### config.mk
export PLATFORM = sky130hd
export DESIGN_NAME = bt_uart_tx_flat
export DESIGN_NICKNAME = d
export VERILOG_FILES = /design/src/rtl/bt_uart_tx_if.sv /design/src/rtl/bt_uart_tx.sv /design/src/flat_wrapper.sv
export SDC_FILE = /design/constraint.sdc
export NUM_CORES = 1
export LEC_CHECK = 0
export ABC_AREA = 1
export BUFFER_PORTS_ARGS = -buffer_cell sky130_fd_sc_hd__buf_4
export CORE_MARGIN = 10
export CORE_UTILIZATION = 44
export CTS_CLUSTER_DIAMETER = 200
export DETAILED_ROUTE_END_ITERATION = 10
export GPL_TIMING_DRIVEN = 1
export PLACE_DENSITY = 0.61
export SYNTH_ARGS = -nofsm -noshare
export SYNTH_HDL_FRONTEND = slang
export SYNTH_SLANG_ARGS = --single-unit
### constraint.sdc
create_clock -name clk_in -period 1.64 [get_ports clk_in]
set_input_delay 0.328 -clock clk_in [delete_from_list [all_inputs] [get_ports clk_in]]
set_output_delay 0.328 -clock clk_in [all_outputs]
set_load 0.02 [all_outputs]
### src/rtl/bt_uart_tx_if.sv
// Host-side write port and line-side status of the Bluetooth UART transmitter.
// master: host logic driving bytes in; slave: the transmitter itself.
interface bt_uart_tx_if;
   logic [7:0] din;
   logic       enable;
   logic       full;
   logic       busy;
   logic       done;
   logic       tx;

   modport master (
      output din,
      output enable,
      input  full,
      input  busy,
      input  done,
      input  tx
   );

   modport slave (
      input  din,
      input  enable,
      output full,
      output busy,
      output done,
      output tx
   );
endinterface

### src/rtl/bt_uart_tx.sv
// Buffered 8N1 UART transmitter for the Bluetooth module link (FIFO + serializer FSM).
// Define BT_TX_PARITY_EN to compile in an even-parity bit (8E1 frames).
module bt_uart_tx #(
   parameter int CLK_HZ = 50000000,
   parameter int BAUD   = 9600,
   parameter int DEPTH  = 4
) (
   input  logic        clk_in,
   input  logic        reset,
   bt_uart_tx_if.slave bus
);

   localparam int DIVISOR = CLK_HZ / BAUD;
   localparam int CNT_W   = (DIVISOR > 1) ? $clog2(DIVISOR) : 1;
   localparam int AW      = $clog2(DEPTH);
   localparam int PTR_W   = AW + 1;
   localparam logic [CNT_W-1:0] CNT_LAST = CNT_W'(DIVISOR - 1);

`ifdef BT_TX_PARITY_EN
   typedef enum logic [2:0] {S_IDLE, S_START, S_DATA, S_PARITY, S_STOP} state_t;
`else
   typedef enum logic [1:0] {S_IDLE, S_START, S_DATA, S_STOP} state_t;
`endif

   logic [7:0]       mem_q [DEPTH];
   logic [PTR_W-1:0] wr_ptr_q, wr_ptr_d;
   logic [PTR_W-1:0] rd_ptr_q, rd_ptr_d;
   logic             fifo_empty, fifo_full;
   logic             push, pop;
   logic [7:0]       head;

   state_t           state_q, state_d;
   logic [CNT_W-1:0] cnt_q, cnt_d;
   logic [2:0]       bit_q, bit_d;
   logic             tx_q, tx_d;
   logic             done_q, done_d;
   logic             busy_q, busy_d;
   logic [7:0]       shift_q;
   logic             cnt_last;
`ifdef BT_TX_PARITY_EN
   logic             parity_q;
`endif

   // FIFO: extra pointer MSB distinguishes full from empty when the index bits match
   assign fifo_empty = (wr_ptr_q == rd_ptr_q);
   assign fifo_full  = (wr_ptr_q[AW] != rd_ptr_q[AW]) &&
                       (wr_ptr_q[AW-1:0] == rd_ptr_q[AW-1:0]);
   assign push       = bus.enable & ~fifo_full;
   assign head       = mem_q[rd_ptr_q[AW-1:0]];
   assign wr_ptr_d   = push ? wr_ptr_q + PTR_W'(1) : wr_ptr_q;
   assign rd_ptr_d   = pop  ? rd_ptr_q + PTR_W'(1) : rd_ptr_q;

   always_ff @(posedge clk_in) begin
      if (push) begin
         mem_q[wr_ptr_q[AW-1:0]] <= bus.din;
      end
   end

   always_ff @(posedge clk_in or negedge reset) begin
      if (!reset) begin
         wr_ptr_q <= '0;
         rd_ptr_q <= '0;
      end else begin
         wr_ptr_q <= wr_ptr_d;
         rd_ptr_q <= rd_ptr_d;
      end
   end

   // Serializer data path: loaded once per frame when IDLE pops the head byte
   always_ff @(posedge clk_in) begin
      if (pop) begin
         shift_q  <= head;
`ifdef BT_TX_PARITY_EN
         parity_q <= ^head;
`endif
      end
   end

   assign cnt_last = (cnt_q == CNT_LAST);

   always_comb begin
      state_d = state_q;
      cnt_d   = cnt_q;
      bit_d   = bit_q;
      tx_d    = 1'b1;
      done_d  = 1'b0;
      pop     = 1'b0;
      case (state_q)
         S_IDLE: begin
            if (!fifo_empty) begin
               pop     = 1'b1;
               cnt_d   = '0;
               state_d = S_START;
            end
         end
         S_START: begin
            tx_d = 1'b0;
            if (cnt_last) begin
               cnt_d   = '0;
               bit_d   = 3'd0;
               state_d = S_DATA;
            end else begin
               cnt_d = cnt_q + CNT_W'(1);
            end
         end
         S_DATA: begin
            tx_d = shift_q[bit_q];
            if (cnt_last) begin
               cnt_d = '0;
               if (bit_q == 3'd7) begin
`ifdef BT_TX_PARITY_EN
                  state_d = S_PARITY;
`else
                  state_d = S_STOP;
`endif
               end else begin
                  bit_d = bit_q + 3'd1;
               end
            end else begin
               cnt_d = cnt_q + CNT_W'(1);
            end
         end
`ifdef BT_TX_PARITY_EN
         S_PARITY: begin
            tx_d = parity_q;
            if (cnt_last) begin
               cnt_d   = '0;
               state_d = S_STOP;
            end else begin
               cnt_d = cnt_q + CNT_W'(1);
            end
         end
`endif
         S_STOP: begin
            if (cnt_last) begin
               done_d  = 1'b1;
               cnt_d   = '0;
               state_d = S_IDLE;
            end else begin
               cnt_d = cnt_q + CNT_W'(1);
            end
         end
         default: begin
            state_d = S_IDLE;
            cnt_d   = '0;
         end
      endcase
   end

   // tx, done and busy are registered from the current state, so busy trails the
   // state by one clock and stays high until the last stop-bit clock on tx is over
   assign busy_d = (state_q != S_IDLE) | ~fifo_empty;

   always_ff @(posedge clk_in or negedge reset) begin
      if (!reset) begin
         state_q <= S_IDLE;
         cnt_q   <= '0;
         bit_q   <= 3'd0;
         tx_q    <= 1'b1;
         done_q  <= 1'b0;
         busy_q  <= 1'b0;
      end else begin
         state_q <= state_d;
         cnt_q   <= cnt_d;
         bit_q   <= bit_d;
         tx_q    <= tx_d;
         done_q  <= done_d;
         busy_q  <= busy_d;
      end
   end

   assign bus.tx   = tx_q;
   assign bus.done = done_q;
   assign bus.busy = busy_q;
   assign bus.full = fifo_full;

endmodule

### src/flat_wrapper.sv
// flat-port wrapper written by rule: the top's interface ports become plain ports
module bt_uart_tx_flat 
#(
   parameter int CLK_HZ = 50000000,
   parameter int BAUD   = 9600,
   parameter int DEPTH  = 4
)
  (clk_in, reset, bus_din, bus_enable, bus_full, bus_busy, bus_done, bus_tx);
  bt_uart_tx_if bus_i ();
  input  logic clk_in;
  input  logic reset;
  input wire logic [$bits(bus_i.din)-1:0] bus_din;
  input wire logic [$bits(bus_i.enable)-1:0] bus_enable;
  output wire logic [$bits(bus_i.full)-1:0] bus_full;
  output wire logic [$bits(bus_i.busy)-1:0] bus_busy;
  output wire logic [$bits(bus_i.done)-1:0] bus_done;
  output wire logic [$bits(bus_i.tx)-1:0] bus_tx;
  assign bus_i.din = bus_din;
  assign bus_i.enable = bus_enable;
  assign bus_full = bus_i.full;
  assign bus_busy = bus_i.busy;
  assign bus_done = bus_i.done;
  assign bus_tx = bus_i.tx;
  bt_uart_tx #(.CLK_HZ(CLK_HZ), .BAUD(BAUD), .DEPTH(DEPTH)) u_core (.clk_in(clk_in), .reset(reset), .bus(bus_i));
endmodule
==> metrics.md <==
| Metric | Value |
|---|---|
| Result of the run | `complete, no violations` |
| Number of enable flip-flop cells after synthesis | `40` |
| Number of sinks handled by clock tree synthesis | `67` |
| Avg Vias per Cell | `4.813` |
| Async set-reset flop share out of synthesis | `40.30%` |
| Residual antenna-violating net count after detailed routing | `0` |
| Bufs and invs on worst path | `3` |
| Setup-failing EPs final | `0` |
| Global routing usage on met3 | `2.838%` |
| Area share of fa/ha/maj cells after synthesis | `4.987%` |
| Top-area cell type share of the netlist area | `36.82%` |
| Setup Slack @ Placement | `0.1187 ns` |
| CTS tree | `yes` |
| Vias in the first global route | `2240` |
| Launching element of the worst setup path | `u_core.wr_ptr_q[0]` |
| Die Y-Extent | `106.1 um` |
| Post-CTS clock slew at the launch and capture registers of the worst setup and hold paths | `0.08 ns` |
| IR Drop Worst-Case VDD | `0.7823 mV` |
| Pin count of the biggest net entering global routing | `28` |
| Share of synthesized area spent on multiplexers | `0%` |
| Cell at the slowest stage of the critical path | `dfrtp_1` |
| Final clock period utilization by the worst path | `99.39%` |
| Data arrival, critical path | `1.30 ns` |
| Final antenna diode count | `0` |
| RD Place Congestion | `0.8254` |
| Detailed router's first-iteration violation count | `93` |
| Horizontal die dimension | `106.1 um` |
| Main combinational cell family by area after synthesis | `simple AND/OR/NAND/NOR gates` |
| Worst slew pin tran | `0.3557 ns` |
| Final #Nets | `396` |
| GRT Overall Usage | `11.32%` |
| Count of placed standard cells including taps | `453` |
| Post-route cell area | `3840 um2` |
| Pleak | `0.001655 uW` |
| Number of placed I/O pins | `15` |
| Max_cap viols | `0` |
| Global routing usage on met2 | `17.27%` |
| Crit path largest cell delay | `0.44 ns` |
| Kind of launch point of the worst setup path | `flip-flop` |
| Basic-gate share of the synthesized area counting and, or, nand and nor cells | `20.29%` |
| Initial core utilization | `45.21%` |
| #FFs+latches synth | `67` |
| Largest fanout on the critical path | `4` |
| Xor/xnor share of the synthesized area | `2.455%` |
| Req. time, crit path | `1.31 ns` |
| Initial antenna violation count | `0` |
| Number of non-filler instances in the completed layout | `476` |
| Pwr Density | `1095 nW/um2` |
| Fill cell instance count of the final layout | `659` |
| Setup skew after layout | `0.007335 ns` |
| Min Tclk post-route | `1.630 ns` |
| Met1 global-route usage | `14.68%` |
| Floorplan core area | `7214 um2` |
| Biggest area contributors in the synthesized netlist | `edfxtp_1 37%, dfrtp_1 20%, nand2_1 7.2%` |
| CTS Buf Count | `9` |
| Growth of design area from synthesis to finish | `17.72%` |
| Total routed wirelength | `6058 um` |
| Relative slew slack | `76.29%` |
| Hold_sp | `bus_din[3]` |
| Critical Path Sink Type | `output port` |
| Cells along the critical path | `inv_2 -> nand2_2 -> nand2_4 -> nand4_1 -> inv_1 -> buf_6` |
| Buffer depth of the longest clock path | `2` |
| Mean post-synth cell area | `9.795 um2` |
| Row count | `31` |
| Worst-skew pair later-pin latency | `0.34 ns` |
| Crit Reg-Reg Startpoint | `u_core.wr_ptr_q[0]` |
| Cell area after synthesis | `3262 um2` |
| Storage element area | `1883 um2` |
| Most instantiated cells after synthesis | `63 x nand2_1, 44 x nor2_1, 40 x edfxtp_1, 37 x inv_1, 27 x o21ai_0` |
| Number of DRC violations after detailed routing | `0` |
| Placed wire-length estimate after detailed placement | `4376 um` |
| Path category of the worst min-delay check | `in -> reg` |
| First-pass GRT wire length | `10340 um` |
| Number of buffers added on ports | `14` |
| Distinct cell type count after synthesis | `31` |
| Share of the yosys chip area belonging to registers | `57.58%` |
| Fraction of layout cells with a size suffix above 1 | `19.10%` |
| Clock Root Buffer | `clkbuf_8` |
| Number of warning messages in the yosys log | `0` |
| Maximum clock frequency | `613.5 MHz` |
| Final worst setup slack | `0.01007 ns` |
| Vias | `2291` |
| Max Transition Viols Final | `0` |
| Total gr overflow | `0` |
| Layer with the highest usage | `met2` |
| Cell area reported after detailed placement | `3556 um2` |
| Hold Vio Cnt, Final | `0` |
| Multi-input logic area | `1185 um2` |
| Top Family by Delay on Critical Path | `flip-flops` |
| Category of the most critical setup path | `reg -> out` |
| Most used flip-flop cell after synthesis | `edfxtp_1` |
| RSZ-0062 raised after global routing | `yes` |
| Synth Area in Compound Gates | `8.209%` |
| DRT Pass-1 Iters | `4` |
| Biggest area consumer among synthesized cells | `edfxtp_1` |
| Cell with the most instances after synthesis | `nand2_1` |
| CTS H-tree lvls | `3` |
| Synthesized net count | `357` |
| DR WL/cell | `12.73 um` |
| Cells after synthesis | `333` |
| Die area | `11260 um2` |
-- final cells by class --
type / instances / area share [%]
timing repair buffer: 36 / 7.527
inverter: 39 / 3.943
tap: 99 / 3.226
multi-input combinational: 219 / 30.86
sequential: 67 / 49.04
clock buffer: 9 / 3.226
clock inverter: 7 / 2.183
-- sequential cells by signal (all words and copies together), names as in the netlist --
name,count
u_core.shift_q,8
u_core.state_q,2
u_core.bus.done,1
u_core.wr_ptr_q,3
u_core.cnt_q,13
u_core.rd_ptr_q,3
u_core.bus.busy,1
u_core.mem_q,32
u_core.bit_q,3
u_core.bus.tx,1
-- per-layer routing --
layer  up-vias  part of all wire (%)  routed length (um)
met2        25                    48                2887
met3         9                   2.9                 174
met1      1055                    48                2924
li1       1202                     -                   -
met5         -                     0                   0
met4         0                   1.2                  71
-- cells by family after synthesis --
family | count (synthesis)
compound gates | 48
xor+xnor | 7
fa+ha+maj | 13
buf+inv | 47
flops | 67
simple gates | 151
-- path summary, 6_finish.rpt --
path                                       to  slack, ns  cells past startpoint
max in group asynchronous       u_core.bus.tx       0.89                      2
min reg2reg                u_core.rd_ptr_q[2]       0.52                      2
min in group asynchronous     u_core.cnt_q[5]       0.44                      2
max                                  bus_full       0.01                      6
min                        u_core.mem_q[3][3]       0.19                      1
max reg2reg                u_core.mem_q[2][7]       0.11                      8
-- cells in the final DEF, fill, tap and decap left out, types with 2 or more instances in the layout --
cell,count
a21oi_1,2
buf_4,33
nand2_1,62
nor2_1,42
inv_6,2
clkbuf_8,9
o21ai_1,5
dfrtp_1,22
o22ai_1,8
nand4_1,12
o21ai_2,2
nor2_2,2
nand3_1,23
dfrtp_2,4
inv_2,2
nand2_2,4
ha_1,13
or2_2,2
o211ai_1,2
xor2_1,5
o21ai_0,27
inv_1,36
clkinv_4,3
edfxtp_1,40
-- what timing repair did --
item | in CTS | in global routing
gates resized for setup | 6 | 4
pin swaps | 2 | 2
endpoints found under the hold margin | 26 | 0
endpoints found under the setup margin | 1 | 8
hold buffers | 1 | 0
buffers inserted | 4 | 2
-- through the flow --
step | utilization [%] | hold slack [ns] | power, uW | setup TNS (ns)
6_report | 53.23 | 0.1925 | 4206 | 0
5_1_grt | 53.23 | 0.1780 | 4441 | -0.06758
4_1_cts | 52.91 | 0.1695 | 4226 | 0
3_5_place_dp | 49.29 | 0.2713 | 2693 | 0
3_3_place_gp | 49.29 | 0.2726 | 2686 | 0
2_1_floorplan | - | 0.03241 | 2464 | -0.3472
-- worst reg2reg max path: cells and delay by family, from the launching register on --
kind / cells / cell delay [ns]
buffers and inverters: 3 / 0.35
and+or+nand+nor: 5 / 0.46
DFF: 1 / 0.43
-- power breakdown --
part / total, uW / internal (uW) / switching [uW] / leakage [uW]
combinational: 687 / 333 / 354 / 0.000851
clock: 1430 / 728 / 699 / 0.000102
sequential: 2090 / 2010 / 85.7 / 0.000702
No activity file was read; power rests on OpenSTA's default activity.
